<file path="src/rtl/rf_wb_arbiter.sv">
// Register-file write-port arbiter with long-latency FIFO and busy scoreboard.
// Optional zero-latency LSU bypass into an empty FIFO: define RF_WB_BYPASS_EN.
module rf_wb_arbiter #(
    parameter int DEPTH        = 2,
    parameter int STARVE_LIMIT = 4
) (
    input  logic        clk_i,
    input  logic        rst_i,
    input  logic        main_we_i,
    input  logic [4:0]  main_addr_i,
    input  logic [31:0] main_data_i,
    input  logic        lsu_valid_i,
    input  logic [4:0]  lsu_addr_i,
    input  logic [31:0] lsu_data_i,
    output logic        lsu_ready_o,
    input  logic        lsu_issue_i,
    input  logic [4:0]  lsu_issue_addr_i,
    input  logic [4:0]  rs1_addr_i,
    input  logic [4:0]  rs2_addr_i,
    input  logic [4:0]  rd_addr_i,
    input  logic        rd_we_i,
    output logic        stall_o,
    output logic        starve_o,
    output logic        rf_we_o,
    output logic [4:0]  rf_waddr_o,
    output logic [31:0] rf_wdata_o
);

    localparam int PW = $clog2(DEPTH);
    localparam int CW = PW + 1;
    localparam int SW = $clog2(STARVE_LIMIT + 1);
    localparam logic [CW-1:0] DEPTH_C = CW'(DEPTH);
    localparam logic [SW-1:0] LIMIT_C = SW'(STARVE_LIMIT);

    logic [4:0]    mem_addr_q [DEPTH];
    logic [4:0]    mem_addr_d [DEPTH];
    logic [31:0]   mem_data_q [DEPTH];
    logic [31:0]   mem_data_d [DEPTH];
    logic [PW-1:0] wr_ptr_q, wr_ptr_d;
    logic [PW-1:0] rd_ptr_q, rd_ptr_d;
    logic [CW-1:0] count_q, count_d;
    logic [31:0]   busy_q, busy_d;
    logic [SW-1:0] starve_cnt_q, starve_cnt_d;

    logic main_claim;
    logic fifo_empty;
    logic pop;
    logic push;
    logic bypass;
    logic [4:0]  head_addr;
    logic [31:0] head_data;

    assign main_claim = main_we_i && (main_addr_i != 5'd0);
    assign fifo_empty = (count_q == '0);
    assign lsu_ready_o = (count_q < DEPTH_C);
    assign head_addr = mem_addr_q[rd_ptr_q];
    assign head_data = mem_data_q[rd_ptr_q];
    assign pop = !main_claim && !fifo_empty;

`ifdef RF_WB_BYPASS_EN
    assign bypass = fifo_empty && !main_claim && lsu_valid_i
                    && (lsu_addr_i != 5'd0);
`else
    assign bypass = 1'b0;
`endif

    assign push = lsu_valid_i && lsu_ready_o && (lsu_addr_i != 5'd0)
                  && !bypass;

    assign stall_o = busy_q[rs1_addr_i] | busy_q[rs2_addr_i]
                     | (rd_we_i & busy_q[rd_addr_i]);
    assign starve_o = (starve_cnt_q >= LIMIT_C);

    // Write-port mux: main first, then FIFO head, then (optionally) bypass.
    always_comb begin
        rf_we_o    = 1'b0;
        rf_waddr_o = 5'd0;
        rf_wdata_o = 32'd0;
        if (main_claim) begin
            rf_we_o    = 1'b1;
            rf_waddr_o = main_addr_i;
            rf_wdata_o = main_data_i;
        end else if (pop) begin
            rf_we_o    = 1'b1;
            rf_waddr_o = head_addr;
            rf_wdata_o = head_data;
        end else if (bypass) begin
            rf_we_o    = 1'b1;
            rf_waddr_o = lsu_addr_i;
            rf_wdata_o = lsu_data_i;
        end
    end

    // Next-state for FIFO storage, pointers, scoreboard and starve counter.
    always_comb begin
        mem_addr_d   = mem_addr_q;
        mem_data_d   = mem_data_q;
        wr_ptr_d     = wr_ptr_q;
        rd_ptr_d     = rd_ptr_q;
        count_d      = count_q;
        busy_d       = busy_q;
        starve_cnt_d = starve_cnt_q;

        if (push) begin
            mem_addr_d[wr_ptr_q] = lsu_addr_i;
            mem_data_d[wr_ptr_q] = lsu_data_i;
            wr_ptr_d = wr_ptr_q + PW'(1);
        end
        if (pop) begin
            rd_ptr_d = rd_ptr_q + PW'(1);
            busy_d[head_addr] = 1'b0;
        end
        if (bypass) begin
            busy_d[lsu_addr_i] = 1'b0;
        end
        if (push && !pop) begin
            count_d = count_q + CW'(1);
        end else if (pop && !push) begin
            count_d = count_q - CW'(1);
        end

        // A new issue outranks a retiring write to the same register.
        if (lsu_issue_i) begin
            busy_d[lsu_issue_addr_i] = 1'b1;
        end
        busy_d[0] = 1'b0;

        if (pop || fifo_empty) begin
            starve_cnt_d = '0;
        end else if (starve_cnt_q < LIMIT_C) begin
            starve_cnt_d = starve_cnt_q + SW'(1);
        end
    end

    // State registers; reset drops all buffered entries and busy bits.
    always_ff @(posedge clk_i or posedge rst_i) begin
        if (rst_i) begin
            for (int i = 0; i < DEPTH; i++) begin
                mem_addr_q[i] <= 5'd0;
                mem_data_q[i] <= 32'd0;
            end
            wr_ptr_q     <= '0;
            rd_ptr_q     <= '0;
            count_q      <= '0;
            busy_q       <= '0;
            starve_cnt_q <= '0;
        end else begin
            mem_addr_q   <= mem_addr_d;
            mem_data_q   <= mem_data_d;
            wr_ptr_q     <= wr_ptr_d;
            rd_ptr_q     <= rd_ptr_d;
            count_q      <= count_d;
            busy_q       <= busy_d;
            starve_cnt_q <= starve_cnt_d;
        end
    end

endmodule

</file>
<file path="config.mk">
export PLATFORM = sky130hd
export DESIGN_NAME = rf_wb_arbiter
export DESIGN_NICKNAME = d
export VERILOG_FILES = /design/src/rtl/rf_wb_arbiter.sv
export SDC_FILE = /design/constraint.sdc
export NUM_CORES = 1
export LEC_CHECK = 0
export ABC_AREA = 1
export BUFFER_PORTS_ARGS = -buffer_cell sky130_fd_sc_hd__buf_4
export CELL_PAD_IN_SITES_DETAIL_PLACEMENT = 0
export CELL_PAD_IN_SITES_GLOBAL_PLACEMENT = 2
export CORE_AREA = 10 10 129 178
export CTS_CLUSTER_SIZE = 40
export DETAILED_ROUTE_END_ITERATION = 10
export DIE_AREA = 0 0 139 188
export GPL_TIMING_DRIVEN = 0
export PLACE_DENSITY_LB_ADDON = 0.1
export SLEW_MARGIN = 20
export SYNTH_ARGS = -nofsm -noshare
export SYNTH_HDL_FRONTEND = slang
export SYNTH_SLANG_ARGS = --single-unit
</file>
<file path="constraint.sdc">
create_clock -name clk_i -period 10.88 [get_ports clk_i]
set_clock_uncertainty 0.15 [all_clocks]
set_input_delay 1.088 -clock clk_i [delete_from_list [all_inputs] [get_ports clk_i]]
set_output_delay 1.088 -clock clk_i [all_outputs]
set_load 0.01 [all_outputs]
</file>
; Yosys cells after proc, flatten, opt, wreduce, memory -nomap -nowiden
; Index checks and enable logic that the tools add are counted.
[classes]
bitwise = 8
addsub = 5
reduce_logical = 19
magnitude_cmp = 13
muxes = 34
[ops]
columns = op, count
row1 = $mux 32, 8
row2 = $bwmux 64, 1
row3 = $and 32x32->32, 1
row4 = $demux 32 s1, 1
row5 = $not 32->32, 1
row6 = $or 32x32->32, 1
row7 = $lt 5x6->1 const B, 5
row8 = $mux 5, 6
row9 = $bmux 1 s5, 3
row10 = $bwmux 10, 1
row11 = $demux 1 s5, 2
row12 = $ge 5x1->1 const B, 2
row13 = $reduce_bool 5->1, 2
row14 = $logic_and 1x1->1, 9
row15 = $mux 1, 7
row16 = $mux 3, 2
row17 = $demux 5 s1, 1
row18 = $ge 2x2->1 const B, 2
row19 = $logic_not 1->1, 4
row20 = $mux 2, 2
row21 = $not 1->2, 2
row22 = $reduce_bool 2->1, 2
row23 = $add 3x1->3 const B, 1
row24 = $ge 3x3->1 const B, 1
row25 = other kinds (10), 12
[totals]
word_cells = 88
out_inout_bits = 41
reg_bits = 112

; Depth between registers and ports, before layout
; Gate-level depths: netlist (run 1).
[depth]
word_depth = 13
depth_mapped = 11

; Worst setup path after synthesis (run 1)
; Ideal clock, no wire load.
[synth_path]
path_kind = input to output
startpoint = input rs2_addr_i[0]
endpoint = output stall_o
required_time_ns = 9.642
n_path_buf = 2
arrival_time_ns = 2.042
setup_slack_ns = 7.600
stages = 9
cell_sequence = buf_2 > clkbuf_1 > nand2_1 > nand3_1 > nand3_1 > nand3_1 > nand3b_1 > nand2_1 > nand3_1
[synth_between]
elab_chain_cells = 4
[synth_lines]
columns = element, line_no
row1 = start: declaration, 19  ; input logic [4:0] rs2_addr_i,
row2 = $bmux 1 s5, 70  ; assign stall_o = busy_q[rs1_addr_i] | busy_q[rs2_addr_i]
row3 = $mux 1 (implied by the code), 70
row4 = $or 1x1->1, 70
row5 = $or 1x1->1, 71  ; | (rd_we_i & busy_q[rd_addr_i]);
row6 = end: declaration, 22  ; output logic stall_o,
; No other way between the ends. The select of a mux whose other input is x is not followed.

; Worst setup path after layout (run 1)
[layout_path]
startpoint = input main_addr_i[2]
endpoint = output rf_wdata_o[30]
[layout_between]
elab_chain_cells = 6
[layout_lines]
columns = element, line_no
row1 = start: declaration, 10  ; input logic [4:0] main_addr_i,
row2 = $reduce_bool 5->1 (*), 53  ; assign main_claim = main_we_i && (main_addr_i != 5'd0);
row3 = $logic_and 1x1->1 (*), 53
row4 = $logic_not 1->1, 58  ; assign pop = !main_claim && !fifo_empty;
row5 = $logic_and 1x1->1, 58
row6 = $mux 32, 83  ; end else if (pop) begin
row7 = $mux 32 (*), 79  ; if (main_claim) begin
row8 = end: declaration, 26  ; output logic [31:0] rf_wdata_o
; Mark *: on every way between the ends. The rest lies on a longest branch, timed or not.

==> flow_summary_export.csv, run 1 <==
group,metric,value,unit
outcome,run_status,"complete, no violations",
timing,post-route-period-util,36.4,%
routing,routed-via-count,6327,
synthesis,synth-edff-count,0,
critical_path,slowest_delay,0.58,ns
synthesis,ys.flop_type,"dfrtp_1",
critical_path,crit_chain,"buf_4 > inv_1 > nand4_1 > nand2_1 > nand2_1 > clkbuf_1 > a21oi_1 > a21o_1 > buf_4",
cts,cts_tree,"built",
floorplanning,fp.dieH,188,um
critical_path,worst_path_max_delay_cell,"clkbuf_1",
routing,drc,0,
timing,grt_setup_unrepaired,"false",
critical_path,r2r_start,"count_q[1]$_DFFE_PP0P_",
synthesis,syn-num-nets,988,
power,switching_power,0.879,mW
routing,drt_iter0_drc,266,
synthesis,yosys.area.top_type_share,44.0,%
global_routing,antenna_found_initial,0,
synthesis,yosys_register_bits,112,
cts,hold_buffers,0,
cells_and_area,final_cell_mix,"264 x nand2_1, 137 x buf_4, 112 x dfrtp_1",
cells_and_area,stdcell_count,1290,
synthesis,ys_types,33,
floorplanning,die_area,0.0261,mm2
timing,setup_violations,0,
timing,finalMaxSlewViolations,0,
critical_path,r2r.worst_path.cells,8,
critical_path,regToRegEndpoint,"count_q[1]$_DFFE_PP0P_",
critical_path,worstPathRequired,9.64,ns
place,place.gp.congestion,0.857,
cts,numCtsBuffers,9,
worst_hold_path,hp-start,"mem_addr_q[4]$_DFFE_PP0P_",
synthesis,yosysSeqAreaShare,44.0,%
synthesis,synth_area,0.00637,mm2
cts,cts_resized,0,
synthesis,postSynthCellCount,885,
place,pre_cts_ws,6.91,ns
timing,tightest_slew,0.706,ns
synthesis,avgSynthCellArea,7.20,um2
critical_path,crit_type,"input port to output pin",
synthesis,async_flop_share,100,%
global_routing,grt_max_degree,77,
critical_path,cp-start-kind,"input port",
place,port_buffers,136,
timing,setup_ws,6.92,ns
routing,vias_per_cell,4.90,
critical_path,worstSetupEndpointType,"output pin",
synthesis,synth_warnings,0,
synthesis,yosys.area.top_type,"dfrtp_1",
synthesis,synth_area_leaders,"dfrtp_1 44%, nand2_1 16%, o21ai_0 8.4%, nand3_1 8.1%, inv_1 6.1%",
timing,slew_headroom,53.0,%
power,power.share.clock,16.8,%
global_routing,track_usage,17.6,%
timing,hold_viol_final,0,
cts,clk_latency,0.35,ns
cells_and_area,drive_gt1_share,18.9,%
run,max_cap_viol_count,0,
cts,clk_pin_slew,0.07,ns
cts,htree_levels,3,
floorplanning,die_x,139,um
power,intPower,1.12,mW
cells_and_area,area_growth,26.2,%
routing,detail-route-antenna-nets,0,
routing,wire_per_inst,18.3,um
floorplanning,ios,141,
timing,fin_crit,3.96,ns
cts,cts-root-buf,"clkbuf_16",
timing,fmax,253,MHz
power,ir_drop,0.000100,V
global_routing,grt_pass1_wl,36800,um
power,power_density,249,mW/mm2
power,p_leak,4.21,nW
floorplanning,core-area,0.0197,mm2
critical_path,r2r_slack,8.77,ns
cts,clock-sinks,112,
cells_and_area,n_antenna_cell,0,
global_routing,grt_pass1_vias,6763,
routing,wl,23600,um
power,switching_share,43.9,%
timing,finalSetupTns,0,ns
power,p_comb_share,46.3,%
critical_path,cp_max_fo,10,
worst_hold_path,whs_endpoint,"mem_addr_q[4]$_DFFE_PP0P_",
floorplanning,core.rowCount,61,
critical_path,cp.arrival,2.72,ns
place,dp_hpwl,18800,um
cells_and_area,final_common_cell,"nand2_1",
worst_hold_path,min_path_type,"flop to flop",
cts,post-cts-setup-buffers,0,
power,sequentialPowerShare,36.8,%
worst_hold_path,whs_path_depth,2,
cts,cts.path.max_buffers,2,
floorplanning,start_util,32.3,%
cells_and_area,nNetsFinal,1136,
global_routing,overflow,0,
place,dp.cells,1274,
routing,drt-pass1-iter-count,5,
-- synthesized netlist by cell type (2+ instances only) --
| master | instances |
|---|---|
| o21ai_0 | 107 |
| o21ai_1 | 21 |
| buf_6 | 2 |
| nor2_1 | 14 |
| or2_2 | 2 |
| nand2_1 | 264 |
| o22ai_1 | 4 |
| o21ai_4 | 2 |
| ha_1 | 3 |
| or2_1 | 4 |
| inv_1 | 103 |
| o21ai_2 | 3 |
| nand3_1 | 103 |
| nor2_4 | 2 |
| a21oi_1 | 35 |
| buf_2 | 16 |
| nor3_1 | 3 |
| inv_4 | 2 |
| clkbuf_1 | 24 |
| nand3b_1 | 2 |
| inv_2 | 6 |
| o211ai_1 | 4 |
| dfrtp_1 | 112 |
| nor2_2 | 5 |
| clkinv_1 | 2 |
| a21o_1 | 32 |
| xor2_1 | 2 |
-- flip-flops by register name, summed over array words and instances (netlist names) --
signal	count
rd_ptr_q	1
starve_cnt_q	3
busy_q	31
mem_data_q	64
mem_addr_q	10
count_q	2
wr_ptr_q	1
-- worst max-delay path, delay by kind of cell --
kind            cells  cell delay, ns
buf+inv             4            0.84
compound gates      2            0.34
simple gates        3            0.44
-- power by group through the flow --
stage	clock [mW]	sequential (mW)	combinational (mW)
2_1_floorplan	0	0.702	0.609
3_3_place_gp	0	0.743	0.934
3_5_place_dp	0	0.744	0.943
4_1_cts	0.346	0.737	0.946
5_1_grt	0.360	0.764	1.05
6_report	0.337	0.738	0.928
-- metal layers --
metal / GRT usage (%) / share of wire [%] / wire length, um / up-vias
met5: 0 / 0 / 0 / -
met4: 9.21 / 4.8 / 1140 / 0
met3: 2.93 / 3.5 / 833 / 43
met2: 34.2 / 55 / 13000 / 146
met1: 17.0 / 36 / 8600 / 2992
li1: - / - / - / 3146
-- worst max path at each step --
stage                         from                          to  cells past startpoint
detailed placement  main_addr_i[3]              rf_wdata_o[30]                      9
global route        main_addr_i[2]              rf_wdata_o[30]                      9
floorplan                    rst_i        busy_q[10]$_DFF_PP0_                      1
finish              main_addr_i[2]              rf_wdata_o[30]                      9
global placement             rst_i  mem_data_q[49]$_DFFE_PP0P_                      2
CTS                 main_addr_i[3]              rf_wdata_o[30]                      9
-- stage by stage --
| step | hold WS, ns | util [%] | power [mW] | cell area [um2] |
|---|---|---|---|---|
| after floorplan | 0.295 | - | 1.31 | 6370 |
| after global placement | 0.310 | 39.1 | 1.68 | 7700 |
| after detailed placement | 0.314 | 39.3 | 1.69 | 7740 |
| after CTS | 0.333 | 40.8 | 2.03 | 8040 |
| after global routing | 0.337 | 40.8 | 2.18 | 8040 |
| final | 0.329 | 40.8 | 2.00 | 8040 |
-- cell families (layout without fill, tap and decap cells) --
logic type	count (synthesis)	in the layout	share of synthesized area, %
fa+ha+maj	3	3	0.589
xor+xnor	3	3	0.413
buf+inv	157	310	9.94
simple gates	402	402	26.7
flops	112	112	44.0
compound gates	208	208	18.4
-- layout make-up --
| cell class | count | area (um2) |
|---|---|---|
| Clock buffer | 12 | 267 |
| Sequential cell | 112 | 2800 |
| Clock inverter | 4 | 33.8 |
| Fill cell | 2196 | 11700 |
| Buffer | 44 | 204 |
| Timing Repair Buffer | 137 | 1050 |
| Tap cell | 252 | 315 |
| Multi-Input combinational cell | 616 | 2930 |
| Inverter | 113 | 434 |
(Power assumes the default switching activity.)
==> inputs of run 2 (changes only) <==
- CORE_AREA: 10 10 129 178 -> 10 10 141 195
- DIE_AREA: 0 0 139 188 -> 0 0 151 205
- clock period: 10.88 -> 3.5 ns (I/O delays scaled with it)
==> run 2 against run 1 <==
Cell area grew 1.1%. Clock power rose to 3.2 times the previous value. Total power rose to 3.1 times the previous value. Combinational power grew to 3.1 times the previous value. Flip-flop and latch count stayed put. Critical endpoint unchanged. Largest cell class unchanged. Highest routed layer unchanged.
==> flow_summary_export.csv, run 2 (same netlist as run 1, synthesis figures left out) <==
group,metric,value,unit
global_routing,grt_max_degree,62,
floorplanning,start_util,26.8,%
floorplanning,ios,141,
floorplanning,core.rowCount,67,
critical_path,cpMostUsedCell,"nand2_1",
routing,wire_per_inst,18.6,um
timing,slew_headroom,53.4,%
floorplanning,fp.dieH,205,um
cells_and_area,area_growth,27.5,%
power,intPower,3.51,mW
routing,route.met2.wl,14100,um
floorplanning,die_x,151,um
timing,fin_crit,2.83,ns
cts,clk_latency,0.36,ns
cells_and_area,n_antenna_cell,0,
critical_path,crit_chain,"inv_1 > nand2_1 > nand2_1 > clkbuf_1 > a21oi_1 > a21o_1 > buf_4",
place,dp_hpwl,20000,um
place,dp.cells,1332,
cts,numCtsBuffers,9,
floorplanning,die_area,0.0310,mm2
critical_path,cp.arrival,2.33,ns
routing,drt-pass1-iter-count,4,
routing,wl_met1,9490,um
timing,fmax,354,MHz
power,sequentialPowerShare,36.6,%
timing,hold_viol_final,0,
timing,post-route-period-util,80.7,%
power,switching_share,44.3,%
power,switching_power,2.80,mW
timing,finalMaxSlewViolations,0,
cts,cts_tree,"built",
cells_and_area,fin_area,0.00812,mm2
routing,top_layer_used,"met4",
critical_path,worstSetupEndpointType,"output pin",
place,place.gp.congestion,0.882,
routing,wl,25100,um
critical_path,worstPathRequired,3.00,ns
cts,cts_resized,0,
routing,detail-route-antenna-nets,0,
cells_and_area,final_cell_mix,"264 x nand2_1, 137 x buf_4, 112 x dfrtp_1",
cells_and_area,largest_register,"mem_data_q",
global_routing,track_usage,16.3,%
power,power_density,776,mW/mm2
timing,setup_violations,0,
cts,cts.path.max_buffers,2,
critical_path,cp_max_fo,10,
cts,clock-sinks,112,
timing,worst_hold_slack,0.107,ns
routing,drc,0,
timing,tightest_slew,0.699,ns
global_routing,grt_pass1_wl,38700,um
cts,clk_pin_slew,0.08,ns
cts,cts-root-buf,"clkbuf_16",
critical_path,worst_path_max_delay_cell,"clkbuf_1",
routing,routed-via-count,6246,
cells_and_area,largest_reg_flops,64,
cells_and_area,nNetsFinal,1137,
critical_path,cp-start-kind,"flop",
cells_and_area,stdcell_count,1349,
power,p_comb_share,46.1,%
critical_path,crit_type,"flop to output pin",
place,port_buffers,136,
cts,htree_levels,3,
cells_and_area,final_common_cell,"nand2_1",
global_routing,antenna_found_initial,0,
floorplanning,core-area,0.0238,mm2
place,dpl_cell_area,0.00781,mm2
critical_path,slowest_delay,0.58,ns
routing,routed-wl-met3,918,um
routing,drt_iter0_drc,241,
global_routing,overflow,0,
power,p_leak,4.22,nW
outcome,run_status,"complete, no violations",
cells_and_area,drive_gt1_share,18.9,%
routing,vias_per_cell,4.63,
cells_and_area,largest_registers,"mem_data_q (64), busy_q (31), mem_addr_q (10)",
run,max_cap_viol_count,0,
worst_hold_path,min_path_type,"input port to flop",
global_routing,grt_pass1_vias,6697,
power,power.share.clock,17.3,%
timing,grt_setup_unrepaired,"false",
power,ir_drop,0.000275,V
cells_and_area,final_util,34.1,%
run 2: cell types whose count changed in the layout (fill, tap and decap cells not counted):
cell	before	now
dlygate4sd3_1	0	1
bufinv_16	0	1
clkinv_2	0	1
clkinv_4	0	1
clkbuf_8	3	0
run 2: path summary, 6_finish.rpt:
| kind | startpoint | endpoint | slack (ns) | cells after the start |
|---|---|---|---|---|
| worst min register to register | count_q[0]$_DFFE_PP0P_ | count_q[0]$_DFFE_PP0P_ | 0.33 | 1 |
| min in group asynchronous | rst_i | starve_cnt_q[0]$_DFFE_PP0P_ | 0.43 | 3 |
| worst min-delay path | lsu_data_i[16] | mem_data_q[16]$_DFFE_PP0P_ | 0.11 | 3 |
| worst max-delay path | count_q[1]$_DFFE_PP0P_ | rf_wdata_o[30] | 0.67 | 7 |
| worst max register to register | count_q[1]$_DFFE_PP0P_ | count_q[1]$_DFFE_PP0P_ | 1.35 | 8 |
| max in group asynchronous | rst_i | mem_data_q[46]$_DFFE_PP0P_ | 2.06 | 4 |
run 2: per-stage QoR:
stage / worst slack (ns) / power (mW) / TNS [ns]
after floorplan: 0.0410 / 4.08 / 0
after global placement: -1.68 / 5.28 / -186.64
after detailed placement: 0.909 / 5.31 / 0
after CTS: 0.612 / 6.41 / 0
after global routing: 0.504 / 6.85 / 0
final: 0.674 / 6.31 / 0
run 2: critical path, delay by kind of cell (launching register included):
kind	cells	cell delay (ns)
and+or+nand+nor	2	0.36
DFF	1	0.40
buffers and inverters	3	0.85
AOI/OAI and AO/OA	2	0.36
run 2: area by class of cell:
class / instances / area, um2
Timing Repair Buffer: 138 / 1060
Clock inverter: 7 / 77.6
Tap cell: 310 / 388
Sequential cell: 112 / 2800
Inverter: 113 / 434
Fill cell: 2709 / 15700
Multi-Input combinational cell: 616 / 2930
Buffer: 44 / 204
Clock buffer: 9 / 225
run 2: layer usage:
layer	GRT usage, %	up-vias
met1	17.1	2968
met2	31.4	108
li1	-	3147
met4	5.10	0
met5	0	-
met3	3.00	23
run 2: repair_timing:
item,4_1_cts,5_1_grt
hold buffers,1,0
buffers inserted,0,0
hold endpoints to repair,51,0
endpoints found under the setup margin,0,0
run 2: power groups by stage:
stage | Combinational, mW | Clock, mW | Sequential, mW
floorplan | 1.89 | 0 | 2.18
global placement | 2.95 | 0 | 2.33
detailed placement | 2.97 | 0 | 2.33
CTS | 2.98 | 1.12 | 2.31
global route | 3.29 | 1.18 | 2.39
finish | 2.91 | 1.09 | 2.31
